===== src/rtl/i2c_target_regs.sv =====
// ---------------------------------------------------------------------------
// i2c_target_regs
//
// I2C target with a small register file. The master addresses the target,
// writes a register pointer, then writes data bytes (auto-incrementing
// pointer) or issues a repeated START and reads bytes back (auto-incrementing
// on each master ACK). SCL and SDA are oversampled on clk; the target never
// drives SCL.
//
// Optional build macro:
//   I2C_SPIKE_FILTER_EN - adds a 3-sample majority filter behind the 2-flop
//                         synchronizers; rejects 1-clk pulses and adds 2 clk
//                         of edge latency.
//
// Ports:
//   clk        fabric clock, at least 8x the SCL rate
//   rst        synchronous active-high reset
//   scl_in     raw SCL line (asynchronous)
//   sda_in     raw SDA line (asynchronous)
//   sda_oe     1 = pull SDA low (open-drain pad built at the top level)
//   loc_addr   fabric-side register read index
//   loc_rdata  combinational regs[loc_addr]
//   wr_stb     one-cycle pulse when the master writes a register
//   wr_addr    register index written, valid with wr_stb
//   wr_data    byte written, valid with wr_stb
//   busy       high from an address-matched START until STOP or read NACK
//
// wr_stb is a bare strobe: no back-pressure, wr_addr/wr_data are only
// meaningful in the cycle wr_stb is high and hold their value otherwise.
// ---------------------------------------------------------------------------
module i2c_target_regs #(
  parameter logic [6:0] DEV_ADDR = 7'h50,
  parameter int         NUM_REGS = 16,
  parameter int         PTR_W    = 4
) (
  input  logic             clk,
  input  logic             rst,
  input  logic             scl_in,
  input  logic             sda_in,
  output logic             sda_oe,
  input  logic [PTR_W-1:0] loc_addr,
  output logic [7:0]       loc_rdata,
  output logic             wr_stb,
  output logic [PTR_W-1:0] wr_addr,
  output logic [7:0]       wr_data,
  output logic             busy
);

  typedef enum logic [3:0] {
    S_IDLE,
    S_ADDR,
    S_ADDR_ACK,
    S_PTR,
    S_PTR_ACK,
    S_WDATA,
    S_WDATA_ACK,
    S_RDATA,
    S_RD_ACK,
    S_IGNORE
  } state_t;

  state_t           state;
  logic [3:0]       cnt;
  logic [7:0]       shift;
  logic [PTR_W-1:0] ptr;
  logic             rw;
  logic             ack_clk;   // the 9th (ACK) SCL rise has been seen
  logic             fall_d;    // scl fall delayed one clk: sda_oe update slot
  logic [7:0]       regs [NUM_REGS];

  // ---------------------------------------------------------------------
  // Line conditioning
  // ---------------------------------------------------------------------
  logic scl_s1, scl_s2, sda_s1, sda_s2;
  logic scl_cur, sda_cur, scl_prev, sda_prev;

  always_ff @(posedge clk) begin
    if (rst) begin
      scl_s1 <= 1'b1;
      scl_s2 <= 1'b1;
      sda_s1 <= 1'b1;
      sda_s2 <= 1'b1;
    end else begin
      scl_s1 <= scl_in;
      scl_s2 <= scl_s1;
      sda_s1 <= sda_in;
      sda_s2 <= sda_s1;
    end
  end

`ifdef I2C_SPIKE_FILTER_EN
  logic [2:0] scl_f, sda_f;

  always_ff @(posedge clk) begin
    if (rst) begin
      scl_f <= 3'b111;
      sda_f <= 3'b111;
    end else begin
      scl_f <= {scl_f[1:0], scl_s2};
      sda_f <= {sda_f[1:0], sda_s2};
    end
  end

  // Two of three agreeing samples: a single-cycle pulse never wins.
  assign scl_cur = (scl_f[0] & scl_f[1]) | (scl_f[0] & scl_f[2]) | (scl_f[1] & scl_f[2]);
  assign sda_cur = (sda_f[0] & sda_f[1]) | (sda_f[0] & sda_f[2]) | (sda_f[1] & sda_f[2]);
`else
  assign scl_cur = scl_s2;
  assign sda_cur = sda_s2;
`endif

  always_ff @(posedge clk) begin
    if (rst) begin
      scl_prev <= 1'b1;
      sda_prev <= 1'b1;
    end else begin
      scl_prev <= scl_cur;
      sda_prev <= sda_cur;
    end
  end

  logic scl_rise, scl_fall, start_cond, stop_cond;

  assign scl_rise = scl_cur & ~scl_prev;
  assign scl_fall = ~scl_cur & scl_prev;
  // SCL must be high on both samples so a data change racing an SCL fall
  // through the synchronizers is not mistaken for START/STOP.
  assign start_cond = ~sda_cur & sda_prev & scl_cur & scl_prev;
  assign stop_cond  = sda_cur & ~sda_prev & scl_cur & scl_prev;

  // ---------------------------------------------------------------------
  // Protocol engine
  // ---------------------------------------------------------------------
  logic [7:0]       rx_byte;
  logic [PTR_W-1:0] ptr_nxt;

  assign rx_byte = {shift[6:0], sda_cur};
  assign ptr_nxt = ptr + 1'b1;

  always_ff @(posedge clk) begin
    if (rst) begin
      state   <= S_IDLE;
      cnt     <= 4'd0;
      shift   <= 8'h00;
      ptr     <= '0;
      rw      <= 1'b0;
      ack_clk <= 1'b0;
      fall_d  <= 1'b0;
      sda_oe  <= 1'b0;
      busy    <= 1'b0;
      wr_stb  <= 1'b0;
      wr_addr <= '0;
      wr_data <= 8'h00;
      for (int i = 0; i < NUM_REGS; i++) regs[i] <= 8'h00;
    end else begin
      wr_stb <= 1'b0;
      fall_d <= scl_fall;
      if (start_cond) begin
        state   <= S_ADDR;
        cnt     <= 4'd0;
        ack_clk <= 1'b0;
        busy    <= 1'b0;
        sda_oe  <= 1'b0;
      end else if (stop_cond) begin
        // Any partially shifted byte is simply dropped here.
        state   <= S_IDLE;
        cnt     <= 4'd0;
        ack_clk <= 1'b0;
        busy    <= 1'b0;
        sda_oe  <= 1'b0;
      end else begin
        // Bit sampling on SCL rise.
        if (scl_rise) begin
          case (state)
            S_ADDR: begin
              shift <= rx_byte;
              cnt   <= cnt + 4'd1;
              if (cnt == 4'd7) begin
                ack_clk <= 1'b0;
                if (rx_byte[7:1] == DEV_ADDR) begin
                  state <= S_ADDR_ACK;
                  rw    <= rx_byte[0];
                  busy  <= 1'b1;
                end else begin
                  state <= S_IGNORE;
                end
              end
            end
            S_PTR: begin
              shift <= rx_byte;
              cnt   <= cnt + 4'd1;
              if (cnt == 4'd7) begin
                ptr     <= rx_byte[PTR_W-1:0];
                ack_clk <= 1'b0;
                state   <= S_PTR_ACK;
              end
            end
            S_WDATA: begin
              shift <= rx_byte;
              cnt   <= cnt + 4'd1;
              if (cnt == 4'd7) begin
                regs[ptr] <= rx_byte;
                wr_stb    <= 1'b1;
                wr_addr   <= ptr;
                wr_data   <= rx_byte;
                ack_clk   <= 1'b0;
                state     <= S_WDATA_ACK;
              end
            end
            S_ADDR_ACK, S_PTR_ACK, S_WDATA_ACK: ack_clk <= 1'b1;
            S_RDATA: cnt <= cnt + 4'd1;
            S_RD_ACK: begin
              if (!sda_cur) begin
                // Master ACK: prefetch the next byte before the SCL fall.
                ack_clk <= 1'b1;
                ptr     <= ptr_nxt;
                shift   <= regs[ptr_nxt];
              end else begin
                state <= S_IGNORE;
                busy  <= 1'b0;
              end
            end
            default: ;
          endcase
        end

        // Phase changes on SCL fall (only after the ACK clock has run).
        if (scl_fall) begin
          case (state)
            S_ADDR_ACK: begin
              if (ack_clk) begin
                ack_clk <= 1'b0;
                cnt     <= 4'd0;
                if (rw) begin
                  state <= S_RDATA;
                  shift <= regs[ptr];
                end else begin
                  state <= S_PTR;
                end
              end
            end
            S_PTR_ACK: begin
              if (ack_clk) begin
                ack_clk <= 1'b0;
                cnt     <= 4'd0;
                state   <= S_WDATA;
              end
            end
            S_WDATA_ACK: begin
              if (ack_clk) begin
                ack_clk <= 1'b0;
                cnt     <= 4'd0;
                ptr     <= ptr_nxt;
                state   <= S_WDATA;
              end
            end
            S_RDATA: begin
              if (cnt == 4'd8) state <= S_RD_ACK;
              else shift <= {shift[6:0], 1'b0};
            end
            S_RD_ACK: begin
              if (ack_clk) begin
                ack_clk <= 1'b0;
                cnt     <= 4'd0;
                state   <= S_RDATA;
              end
            end
            default: ;
          endcase
        end

        // SDA drive changes one clk after the SCL fall, reflecting the
        // state chosen at that fall.
        if (fall_d) begin
          case (state)
            S_ADDR_ACK, S_PTR_ACK, S_WDATA_ACK: sda_oe <= 1'b1;
            S_RDATA: sda_oe <= ~shift[7];
            default: sda_oe <= 1'b0;
          endcase
        end
      end
    end
  end

  assign loc_rdata = regs[loc_addr];

endmodule

===== config.mk =====
export PLATFORM = sky130hd
export DESIGN_NAME = i2c_target_regs
export DESIGN_NICKNAME = d
export VERILOG_FILES = /design/src/rtl/i2c_target_regs.sv
export SDC_FILE = /design/constraint.sdc
export NUM_CORES = 1
export LEC_CHECK = 0
export ABC_CLOCK_PERIOD_IN_PS = 4400
export CAP_MARGIN = 0
export CORE_ASPECT_RATIO = 0.5
export CORE_MARGIN = 1
export CORE_UTILIZATION = 55
export CTS_CLUSTER_SIZE = 40
export DETAILED_ROUTE_END_ITERATION = 8
export GPL_TIMING_DRIVEN = 0
export PLACE_DENSITY = 0.75
export SYNTH_ARGS = -nofsm -noshare
export SYNTH_HDL_FRONTEND = slang
export SYNTH_SLANG_ARGS = --single-unit

===== constraint.sdc =====
create_clock -name clk -period 4.4 [get_ports clk]
set_input_delay 1.32 -clock clk [delete_from_list [all_inputs] [get_ports clk]]
set_output_delay 1.32 -clock clk [all_outputs]
set_load 0.03 [all_outputs]

==> metrics.md <==
| Metric | Value |
|---|---|
| Crit-path max cell delay | `0.55 ns` |
| P per Cell Area | `329 nW/µm²` |
| Number of synthesized register bits | `176` |
| GRT Resource Usage Total | `0.361` |
| CP most frequent cell | `mux4_2` |
| CP Max Fanout | `10` |
| R2r setup slk | `0.22 ns` |
| Leak Pwr | `3.67 nW` |
| Die Wd | `196 µm` |
| Compound-gate portion of the synthesized area | `0.0729` |
| Vias | `8142` |
| Ports | `31` |
| Worst Hold Class | `reg -> reg` |
| Layout Skew | `0.0105 ns` |
| Critical path buffers and inverters | `3` |
| Ys async rst share | `0` |
| NetSw | `0.965 mW` |
| First-pass DRT Iterations | `8` |
| Final Net Count | `909` |
| Yosys warns | `0` |
| DR iter-0 viols | `1393` |
| Post-synthesis mux area share | `0.241` |
| H-tree levels | `4` |
| Clock Tree Root | `clkbuf_16` |
| Non-Filler Instances | `1167` |
| Normalized max-slew margin | `0.0693` |
| Most frequent cell after synthesis | `edfxtp_1` |
| # setup viols final | `0` |
| Crit share post-route | `0.995` |
| Internal | `2.87 mW` |
| P&R area growth vs syn | `12.5%` |
| Distinct cells, synth | `64` |
| Simple-gate share of the synthesized area | `0.173` |
| Critical path arrival | `3.06 ns` |
| Main synth FF type | `edfxtp_1` |
| Fin area | `11700 µm²` |
| Worst Setup End Kind | `output pin` |
| Crit path cell chain | `clkbuf_4 -> buf_12 -> mux4_2 -> mux4_2 -> clkdlybuf4s15_2` |
| Largest family of logic cells by synthesized area | `multiplexers` |
| Slew @ Worst Pin | `1.38 ns` |
| Most instantiated cells after synthesis | `128 x edfxtp_1, 99 x and2_1, 95 x mux4_2` |
| Vias in the first global route | `7695` |
| CP Launch Type | `input pin` |
| Core Box Area | `18400 µm²` |
| Placed cell area | `11000 µm²` |
| Ranking of synthesized cells by area | `edfxtp_1 37%, mux4_2 21%, dfxtp_1 9.3%` |
| Max Buffers Root-to-Sink | `2` |
| Cells after DPL | `1135` |
| Routability cong. | `0.991` |
| Worst-skew pair later-pin latency | `0.44 ns` |
| Slew Viols, Final | `0` |
| Post-Synth Adder-Cell Area | `0.00724` |
| TritonCTS Buffers | `17` |
| Die Ht | `99.1 µm` |
| Largest net degree at the start of global routing | `20` |
| WL/cell | `28.9 µm` |
| Row cnt | `35` |
| Overall Power | `3.84 mW` |
| Switching Fraction | `0.251` |
| Antenna violations before repair | `1` |
| Die area | `19400 µm²` |
| WS Path Type | `in -> out` |
| Clock slew at reported path FFs | `0.07 ns` |
| Final Util | `0.633` |
| Peak Freq | `228 MHz` |
| Syn_nets | `865` |
| Status | `finished, final reports clean` |
| Clock sinks | `176` |
| CP Data Required Time | `3.08 ns` |
| WL final | `33800 µm` |
| Worst R2R Path Depth | `7` |
| Worst hold path cell count | `1` |
| CTS tree | `yes` |
| Synth top area share | `0.371` |
| Max-cap viol count | `0` |
| Total setup buffers inserted after CTS | `0` |
| Starting Density | `0.563` |
| Clk network pwr share | `0.408` |
| Hold Path Sink | `scl_cur` |
| Fill cells | `1415` |
| Antenna Nets Post-Route | `0` |
| Synthesized area per cell | `12.2 µm²` |
| Sequential power share | `0.504` |
| N_diodes | `0` |
| Max VDD drop | `0.262 mV` |
| Top delay family on crit path | `multiplexers` |
| Share of cells above drive strength 1 | `0.199` |
| Slowest cell on crit path | `mux4_2` |
| Final hold violation count | `0` |
| Hold path startpoint | `scl_s1` |
| Final Critical Period | `4.38 ns` |
| Syn Inst Count | `851` |
| PortBufs | `25` |
| First-pass GRT wire length | `49800 µm` |
| Post-synth EDFFs | `128` |
| Reg-to-Reg End | `regs[4][3]` |
| Drt via density | `6.98` |
| Largest area contributor in the netlist | `edfxtp_1` |
| Post-synthesis sequential area ratio | `0.463` |
| Post-Syn Area | `10400 µm²` |
| Gr ovfl total | `0` |
| Post-DP HPWL | `25600 µm` |
| Logic gate share of total power | `0.088` |
| R2r startpoint | `cnt[0]` |
| XOR/XNOR Fraction of Synth Area | `0.00748` |
| DRC viols | `0` |
| RSZ-0062 raised after global routing | `no` |
## per-stage QoR
stage	setup WS, ns	hold slack [ns]	TNS (ns)
finish	0.0208	0.423	0
global route	0.00575	0.435	0
CTS	0.00269	0.420	0
detailed placement	-1.02	0.396	-7.38
global placement	-0.991	0.401	-7.07
floorplan	0.00392	0.389	0
## per-layer routing
| layer | global-route usage | part of all wire | up-vias | wire, µm |
|---|---|---|---|---|
| li1 | - | - | 3358 | - |
| met1 | 0.519 | 0.40 | 4007 | 13500 |
| met5 | 0 | 0.00038 | - | 13 |
| met2 | 0.497 | 0.41 | 698 | 14000 |
| met3 | 0.153 | 0.17 | 77 | 5630 |
| met4 | 0.106 | 0.019 | 2 | 649 |
## kinds of logic (layout without fill, tap and decap cells)
group,Yosys count,after routing
simple gates,333,333
flops,176,176
mux,123,123
compound gates,118,118
buf+inv,87,144
xor+xnor,8,8
fa+ha+maj,6,6
## sequential cells by signal, indices dropped and copies added, names as in the netlist, 4 cells and up, named ones only
name and flops:
regs 128, shift 8, wr_data 8, cnt 4, ptr 4, state 4, wr_addr 4
## how the worst max path moves through the flow
stage	from	endpoint	slack (ns)	depth (start not counted)
after floorplan	loc_addr[0]	loc_rdata[1]	0.004	5
after global placement	loc_addr[0]	loc_rdata[2]	-0.99	6
after detailed placement	loc_addr[0]	loc_rdata[0]	-1.02	6
after CTS	loc_addr[0]	loc_rdata[0]	0.003	6
after global routing	loc_addr[0]	loc_rdata[0]	0.006	6
final	loc_addr[1]	loc_rdata[5]	0.02	5
## repair_timing
item | 4_1_cts | 5_1_grt
gates resized for setup | 39 | 9
pin swaps | 0 | 0
setup endpoints to repair | 9 | 8
hold buffers | 0 | 0
## cell type report
class                      count  area (µm²)  area share
buffer                        76         408      0.0350
sequential                   176        4800       0.412
multi-input combinational    588        5210       0.447
tap                          259         324      0.0278
clock inverter                 9        85.1     0.00729
clock buffer                  23         533      0.0457
timing repair buffer          26         265      0.0227
inverter                      10        37.5     0.00322
## worst register-to-register path, stage by stage (launching register included)
cell and delay [ns]:
dfxtp_1 0.40, ha_1 0.22, and3b_1 0.27, nand2_1 0.23, nor4b_2 0.88, nand3b_1 0.41
clkbuf_1 0.31, o21ai_0 1.06
## power by group through the flow
stage	clock, mW	sequential (mW)	combinational [mW]
final	1.57	1.93	0.337
after global routing	1.63	1.93	0.352
after CTS	1.56	1.92	0.328
after detailed placement	0	1.96	0.324
after global placement	0	1.95	0.320
after floorplan	0	1.91	0.235
## layout by cell type, fill, tap and decap left out, types with 7 or more instances in the layout
cell type / netlist / routed
a21oi_1: 41 / 41
nand3_1: 18 / 18
nor2_1: 46 / 46
dfxtp_1: 48 / 48
mux4_2: 95 / 95
clkdlybuf4s15_2: 0 / 7
inv_1: 9 / 9
clkbuf_1: 45 / 43
o221ai_1: 7 / 7
buf_1: 15 / 10
edfxtp_1: 128 / 128
mux2i_1: 20 / 20
o21ai_0: 32 / 32
and2_1: 99 / 99
nor3_1: 43 / 43
buf_2: 14 / 12
nand2b_1: 9 / 9
clkbuf_16: 0 / 22
clkdlybuf4s50_1: 0 / 17
nand2_1: 73 / 73
(Power assumes the default switching activity.)
